===== src/rtl/fetch_stage_if.sv =====
// rtl/fetch_stage_if.sv - instruction memory and IF/ID bundle of the fetch stage
interface fetch_stage_if;
    logic [15:0] imem_addr;
    logic [15:0] imem_instr;
    logic [15:0] if_id_instr;
    logic [15:0] if_id_pc;
    logic        if_id_valid;

    modport master (
        output imem_addr,
        input  imem_instr,
        output if_id_instr,
        output if_id_pc,
        output if_id_valid
    );

    modport slave (
        input  imem_addr,
        output imem_instr,
        input  if_id_instr,
        input  if_id_pc,
        input  if_id_valid
    );
endinterface


===== src/rtl/fetch_stage.sv =====
// rtl/fetch_stage.sv - 16-bit RISC fetch stage: PC, IF/ID register, halt/redirect control
// Optional FETCH_PERF_CNT_EN adds fetch_count/flush_count performance counters.
module fetch_stage #(
    parameter logic [15:0] RESET_PC  = 16'h0000,
    parameter logic [15:0] PC_STEP   = 16'd2,
    parameter logic [15:0] HALT_WORD = 16'hFFFF,
    parameter logic [15:0] NOP_WORD  = 16'h0000
) (
    input  logic             clk,
    input  logic             rst_n,
    input  logic             start,
    input  logic             stall,
    input  logic             redirect,
    input  logic [15:0]      redirect_target,
    fetch_stage_if.master    bus,
    output logic             halted,
    output logic [1:0]       fetch_state
`ifdef FETCH_PERF_CNT_EN
    ,
    output logic [31:0]      fetch_count,
    output logic [15:0]      flush_count
`endif
);

    typedef enum logic [1:0] {
        ST_IDLE   = 2'd0,
        ST_FETCH  = 2'd1,
        ST_HALTED = 2'd2
    } state_t;

    state_t      state_q, state_d;
    logic [15:0] pc_q, pc_d;
    logic [15:0] instr_q, instr_d;
    logic [15:0] ifpc_q, ifpc_d;
    logic        valid_q, valid_d;
    logic        capture;
    logic        flush;

    // Instructions are halfword aligned, so redirect targets drop bit 0.
    logic [15:0] target_aligned;
    assign target_aligned = {redirect_target[15:1], 1'b0};

    always_comb begin
        state_d = state_q;
        pc_d    = pc_q;
        instr_d = instr_q;
        ifpc_d  = ifpc_q;
        valid_d = valid_q;
        capture = 1'b0;
        flush   = 1'b0;
        case (state_q)
            ST_IDLE: begin
                instr_d = NOP_WORD;
                valid_d = 1'b0;
                if (redirect) pc_d = target_aligned;
                if (start)    state_d = ST_FETCH;
            end
            ST_FETCH: begin
                if (redirect) begin
                    pc_d    = target_aligned;
                    instr_d = NOP_WORD;
                    valid_d = 1'b0;
                    flush   = valid_q;
                end else if (!stall) begin
                    capture = 1'b1;
                    instr_d = bus.imem_instr;
                    ifpc_d  = pc_q;
                    valid_d = 1'b1;
                    if (bus.imem_instr == HALT_WORD) begin
                        state_d = ST_HALTED;
                    end else begin
                        pc_d = pc_q + PC_STEP;
                    end
                end
            end
            ST_HALTED: begin
                if (redirect) begin
                    pc_d    = target_aligned;
                    instr_d = NOP_WORD;
                    valid_d = 1'b0;
                    flush   = valid_q;
                    state_d = ST_FETCH;
                end else if (!stall) begin
                    instr_d = NOP_WORD;
                    valid_d = 1'b0;
                end
            end
            default: state_d = ST_IDLE;
        endcase
    end

    always_ff @(posedge clk or negedge rst_n) begin
        if (!rst_n) begin
            state_q <= ST_IDLE;
            pc_q    <= RESET_PC;
            instr_q <= NOP_WORD;
            ifpc_q  <= 16'h0000;
            valid_q <= 1'b0;
        end else begin
            state_q <= state_d;
            pc_q    <= pc_d;
            instr_q <= instr_d;
            ifpc_q  <= ifpc_d;
            valid_q <= valid_d;
        end
    end

`ifdef FETCH_PERF_CNT_EN
    logic [31:0] fetch_cnt_q, fetch_cnt_d;
    logic [15:0] flush_cnt_q, flush_cnt_d;

    always_comb begin
        fetch_cnt_d = fetch_cnt_q;
        flush_cnt_d = flush_cnt_q;
        if (capture && fetch_cnt_q != 32'hFFFF_FFFF) fetch_cnt_d = fetch_cnt_q + 32'd1;
        if (flush && flush_cnt_q != 16'hFFFF)        flush_cnt_d = flush_cnt_q + 16'd1;
    end

    always_ff @(posedge clk or negedge rst_n) begin
        if (!rst_n) begin
            fetch_cnt_q <= 32'd0;
            flush_cnt_q <= 16'd0;
        end else begin
            fetch_cnt_q <= fetch_cnt_d;
            flush_cnt_q <= flush_cnt_d;
        end
    end

    assign fetch_count = fetch_cnt_q;
    assign flush_count = flush_cnt_q;
`else
    logic unused_cnt;
    assign unused_cnt = capture ^ flush;
`endif

    assign bus.imem_addr   = pc_q;
    assign bus.if_id_instr = instr_q;
    assign bus.if_id_pc    = ifpc_q;
    assign bus.if_id_valid = valid_q;
    assign halted          = (state_q == ST_HALTED);
    assign fetch_state     = state_q;

endmodule


===== src/flat_wrapper.sv =====
// flat-port wrapper written by rule: the top's interface ports become plain ports
module fetch_stage_flat 
#(
    parameter logic [15:0] RESET_PC  = 16'h0000,
    parameter logic [15:0] PC_STEP   = 16'd2,
    parameter logic [15:0] HALT_WORD = 16'hFFFF,
    parameter logic [15:0] NOP_WORD  = 16'h0000
)
  (clk, rst_n, start, stall, redirect, redirect_target, halted, fetch_state, bus_imem_addr, bus_imem_instr, bus_if_id_instr, bus_if_id_pc, bus_if_id_valid);
  fetch_stage_if bus_i ();
  input  logic clk;
  input  logic rst_n;
  input  logic start;
  input  logic stall;
  input  logic redirect;
  input  logic [15:0] redirect_target;
  output logic halted;
  output logic [1:0] fetch_state;
  output wire logic [$bits(bus_i.imem_addr)-1:0] bus_imem_addr;
  input wire logic [$bits(bus_i.imem_instr)-1:0] bus_imem_instr;
  output wire logic [$bits(bus_i.if_id_instr)-1:0] bus_if_id_instr;
  output wire logic [$bits(bus_i.if_id_pc)-1:0] bus_if_id_pc;
  output wire logic [$bits(bus_i.if_id_valid)-1:0] bus_if_id_valid;
  assign bus_imem_addr = bus_i.imem_addr;
  assign bus_i.imem_instr = bus_imem_instr;
  assign bus_if_id_instr = bus_i.if_id_instr;
  assign bus_if_id_pc = bus_i.if_id_pc;
  assign bus_if_id_valid = bus_i.if_id_valid;
  fetch_stage #(.RESET_PC(RESET_PC), .PC_STEP(PC_STEP), .HALT_WORD(HALT_WORD), .NOP_WORD(NOP_WORD)) u_core (.clk(clk), .rst_n(rst_n), .start(start), .stall(stall), .redirect(redirect), .redirect_target(redirect_target), .bus(bus_i), .halted(halted), .fetch_state(fetch_state));
endmodule

===== config.mk =====
export PLATFORM = sky130hd
export DESIGN_NAME = fetch_stage_flat
export DESIGN_NICKNAME = d
export VERILOG_FILES = /design/src/rtl/fetch_stage_if.sv /design/src/rtl/fetch_stage.sv /design/src/flat_wrapper.sv
export SDC_FILE = /design/constraint.sdc
export NUM_CORES = 1
export LEC_CHECK = 0
export CELL_PAD_IN_SITES_DETAIL_PLACEMENT = 1
export CELL_PAD_IN_SITES_GLOBAL_PLACEMENT = 1
export CORE_UTILIZATION = 46
export CTS_CLUSTER_DIAMETER = 150
export DETAILED_ROUTE_END_ITERATION = 12
export DONT_BUFFER_PORTS = 1
export PLACE_DENSITY_LB_ADDON = 0.1
export SLEW_MARGIN = 20
export SYNTH_ARGS = -nofsm -noshare
export SYNTH_HDL_FRONTEND = slang
export SYNTH_SLANG_ARGS = --single-unit

===== constraint.sdc =====
create_clock -name clk -period 2.38 [get_ports clk]
set_input_delay 0.714 -clock clk [delete_from_list [all_inputs] [get_ports clk]]
set_output_delay 0.714 -clock clk [all_outputs]
set_load 0.01 [all_outputs]

; After elaboration in Yosys (flattened, before gate mapping)
; Cells that the tools add are included.
[totals]
output_inout_bits = 52
ram_bits = 0
reg_bits = 51
latch_bits = 0
mem_count = 0
elab_cells = 49
inputBits = 37
mem_bits_ro = 0
[classes]
n_bitwise = 2
n_reduce_logical = 8
n_eq_ne = 12
n_lt_le_gt_ge = 0
multipliers = 0
n_div = 0
n_mux = 21
n_shift = 0
n_addsub = 1
[op_table]
columns = op, count
row1 = $mux 16, 8
row2 = $pmux 16 s3, 1
row3 = $pmux 16 s2, 1
row4 = $add 16x2->16 const B, 1
row5 = $eq 16x16->1 const B, 1
row6 = $mux 2, 5
row7 = $ne 3x3->1 const B, 3
row8 = $ne 2x2->1 const B, 4
row9 = $pmux 2 s3, 1
row10 = $reduce_and 3->1, 2
row11 = $reduce_and 5->1, 1
row12 = $mux 1, 4
row13 = $ne 2x1->1 const B, 2
row14 = $reduce_and 4->1, 1
row15 = $pmux 1 s3, 1
row16 = $reduce_bool 3->1, 1
row17 = $eq 2x1->1 const B, 1
row18 = $eq 2x2->1 const B, 1
row19 = $logic_not 2->1, 1
row20 = $not 1->1, 2
row21 = $reduce_bool 2->1, 1
row22 = $reduce_or 2->1, 1

; Depth between registers and ports, before layout
[depth]
word_depth = 5
ltp_mapped = 8
depth_no_buf = 6

; Least setup slack after synthesis
; OpenSTA, ideal clock, no wires.
[synth_path]
path_kind = input-to-reg
from = in bus_imem_instr[15]
to = reg u_core.pc_q[3] (netlist: u_core.bus.imem_addr[3])
required_time_ns = 2.259
setup_time_ns = 0.121
stages = 5
path_slack_ns = 0.329
n_path_buf = 0
arrival_ns = 1.930
cell_sequence = nand4_1 > or4_4 > o31ai_4 > nor2_1 > o22a_1
[synth_between]
elab_chain_cells = 3
[synth_lines]
columns = element, line
row1 = "start, declared", flat_wrapper.sv:20  ; input wire logic [$bits(bus_i.imem_instr)-1:0] bus_imem_instr;
row2 = $eq 16x16->1, fetch_stage.sv:69  ; if (bus.imem_instr == HALT_WORD) begin
row3 = $ne 3x3->1 (no source line), --
row4 = $reduce_and 4->1 (no source line), --
row5 = "end signal, assigned", fetch_stage.sv:101  ; pc_q <= pc_d;
row6 = "end, declared", fetch_stage.sv:32  ; logic [15:0] pc_q, pc_d;
; No other way between the ends.
; A chain may end at the register's enable or synchronous reset.

; Worst setup path after layout
[layout_path]
from = reg u_core.state_q[0] (netlist: u_core.fetch_state[0])
to = reg u_core.pc_q[14] (netlist: u_core.bus.imem_addr[14])
[layout_between]
elab_chain_cells = 4
word_cells_on_any_way = 10
classes_between = 5 x eq/ne / 1 x mux / 4 x reduce/logical
[layout_lines]
columns = element, line
row1 = "start, declared", fetch_stage.sv:31  ; state_t state_q, state_d;
row2 = "start signal, assigned", fetch_stage.sv:100  ; state_q <= state_d;
row3 = $eq 2x2->1 / $logic_not 2->1 (equally long branches), fetch_stage.sv:51  ; case (state_q)
row4 = $reduce_or 2->1 (no source line), --
row5 = $ne 2x1->1 (no source line) / $reduce_bool 2->1 (equally long branches), --
row6 = $reduce_and 4->1 (no source line), --
; Parallel ways exist; a longest one is shown, timed or not.

==> results by group <==
Detailed routing
  – Drt wl/cell: 20.4 um
  – DRC violations left: 0
  – DRT iter0 DRCs: 117
  – Drt pass-1 iters: 4
  – Via density: 6.15
  – Drt total wl: 6110 um
  – Vias: 1840
  – Post-DRT Antenna Nets: 0

Pwr
  – Peak VDD IR: 0.000368 V
  – Clk pwr share: 26.2%
  – Net switching power: 0.552 mW
  – P_int: 1.31 mW
  – Sequential power share: 60.6%
  – Pleak: 1.08 nW
  – Comb power frac: 13.3%
  – Switching Fraction: 29.7%
  – PD cells: 740 nW/um^2

CTS
  – Root buffer cell: clkbuf_8
  – CTS Hold Buffers Added: 0
  – Reg clk slew, reported paths: 80 ps
  – CTS buffer count: 5
  – CTS tree: done
  – TritonCTS Sinks: 49
  – # H-tree levels: 2
  – Clk buf depth: 2
  – Clk_lat worst skew: 300 ps

Timing
  – Final period utilization: 87.9%
  – Setup tns final: 0 ps
  – Slew of the pin with the lowest slew margin: 645 ps
  – Worst slew margin: 56.8%
  – Maximum clock rate: 478 MHz
  – Final Hold Fails: 0
  – Final Max Slew Viols: 0
  – Setup ws final: 288 ps
  – Clk_skew: 5.74 ps
  – RSZ-0062 raised after global routing: no
  – Crit path time final: 2090 ps
  – Setup violations, final: 0

Global route
  – Total grt overflow: 0
  – First-pass GRT wire length: 9540 um
  – Tot GR Track Use: 23.9%
  – Largest net degree at the start of global routing: 50
  – Vias in the first global route: 1888
  – Initial antenna violation count: 0

Worst setup path
  – Worst R2R Path Depth: 5
  – Crit. End Element: flip-flop
  – CP arrival: 2310 ps
  – Kind of critical path: flip-flop to flip-flop
  – CP startpoint kind: flip-flop
  – Worst-path fanout max: 14
  – Worst endpoint required time: 2600 ps

Synth
  – Async set or reset register ratio after synthesis: 100%
  – Mean post-synth cell area: 10.3 um^2
  – Top FF cell, synth: dfrtp_1
  – Count leader, synth: dfrtp_1
  – Syn. warnings: 0
  – Post-Synthesis Cell Area: 2350 um^2
  – Area leader, netlist: dfrtp_1
  – Top post-synthesis cells by count: dfrtp_1 (49), nand2_1 (38), a21oi_1 (17), o21ai_0 (17)
  – Yosys reg bits: 49
  – Top cells by area, synth: dfrtp_1 (52%), nand2_1 (6.1%), mux2_4 (5.1%), a21oi_1 (3.6%), o21ai_0 (3.6%)
  – Post-synth top area share: 52.1%
  – Post-synth EDFFs: 0
  – Syn Inst Count: 229
  – Sequential fraction of the synthesis area: 52.1%
  – Cell variety after synth: 45

Cells and area
  – Final net count: 270
  – Layout fillers: 558
  – Area grow syn2layout: 6.91%
  – Fin cells: 299
  – Finished Cell Area: 2510 um^2
  – # diodes: 0
  – Share of post-route cells with drive strength above 1: 16.4%

Placement
  – Placer Congestion: 0.784
  – Final HPWL DP: 4450 um
  – # port buffers: 0
  – Dpl ws: 89.1 ps
  – Placed instance area: 2430 um^2
  – Dpl cells: 292

Die
  – Io pins: 89
  – Die Height: 73.5 um
  – DIE AREA: 5400 um^2
  – Core area: 4820 um^2
  – Initial Util: 48.8%
  – Row cnt: 25
  – Die Wd: 73.5 um

Run
  – Max-Cap Viols: 0

Status
  – Status: complete, no violations

Hold path
  – Hold WC Path Type: input port to async pin
-- power by group through the flow --
stage | clock [mW] | sequential (mW) | combinational [mW]
6_report | 0.487 | 1.13 | 0.247
5_1_grt | 0.531 | 1.15 | 0.274
4_1_cts | 0.504 | 1.13 | 0.248
3_5_place_dp | 0 | 1.14 | 0.245
3_3_place_gp | 0 | 1.14 | 0.230
2_1_floorplan | 0 | 1.10 | 0.211
-- cell usage in the layout, fill, tap and decap left out, drive strengths merged, types with 3 or more instances in the layout --
cell	instances
nor3	3
nor2	11
a22o	9
clkbuf	7
nand3	10
mux2	14
o311ai	3
dfrtp	49
or3	3
nand4	8
nor2b	4
a21oi	17
a31oi	3
nand2	38
o21ai	18
buf	10
-- through the flow --
stage | util [%] | power [mW] | hold slack, ps
2_1_floorplan | - | 1.31 | 418
3_3_place_gp | 50.4 | 1.37 | 419
3_5_place_dp | 50.4 | 1.39 | 419
4_1_cts | 52.2 | 1.88 | 90.8
5_1_grt | 52.2 | 1.95 | 81.1
6_report | 52.2 | 1.86 | 99.5
-- final cells by class --
type | instances | area (um^2) | share of cell area [%]
Sequential cell | 49 | 1230 | 48.8
Inverter | 1 | 3.75 | 0.149
Timing Repair Buffer | 10 | 75.1 | 2.99
Tap cell | 67 | 83.8 | 3.33
Clock buffer | 7 | 86.3 | 3.43
Multi-Input combinational cell | 165 | 1040 | 41.3
-- flip-flops by register name (all words and copies together) (netlist names) --
name                    cells
u_core.bus.if_id_instr     16
u_core.bus.if_id_valid      1
u_core.fetch_state          2
u_core.bus.if_id_pc        15
u_core.bus.imem_addr       15
-- timing repair --
item | CTS | global route
setup endpoints to repair | 0 | 1
resized for setup | 0 | 1
buffers inserted | 0 | 0
-- final timing paths --
kind,slack [ps],start,endpoint
worst max-delay path,290,u_core.fetch_state[0]$_DFFE_PN0P_,u_core.bus.imem_addr[14]$_DFFE_PN0P_
max in group asynchronous,2190,rst_n,u_core.bus.imem_addr[4]$_DFFE_PN0P_
min in group clk,550,bus_imem_instr[13],u_core.bus.if_id_instr[13]$_DFFE_PN0P_
worst min-delay path,100,rst_n,u_core.bus.if_id_instr[3]$_DFFE_PN0P_
worst max register to register,290,u_core.fetch_state[0]$_DFFE_PN0P_,u_core.bus.imem_addr[14]$_DFFE_PN0P_
worst min register to register,550,u_core.bus.if_id_valid$_DFFE_PN0P_,u_core.bus.if_id_valid$_DFFE_PN0P_
-- cell families after synthesis --
kind of cell / Yosys count / synth area share, %
fa+ha+maj: 1 / 0.532
buf+inv: 16 / 3.94
mux: 14 / 7.98
other cells: 1 / 0.159
compound gates: 65 / 18.6
flops: 49 / 52.1
simple gates: 83 / 16.6
-- routing by layer --
layer	part of all wire, %	global-route usage, %
met1	42	29.5
met2	51	41.2
met3	6.4	6.45
met4	0.83	6.62
met5	0	0
-- critical path, cell delays in order (launching register included) --
cell and delay, ps:
dfrtp_1 560, nor2b_1 250, o21a_1 290, a21boi_2 590
a21oi_1 160, a21oi_1 160
(Power assumes the default switching activity.)
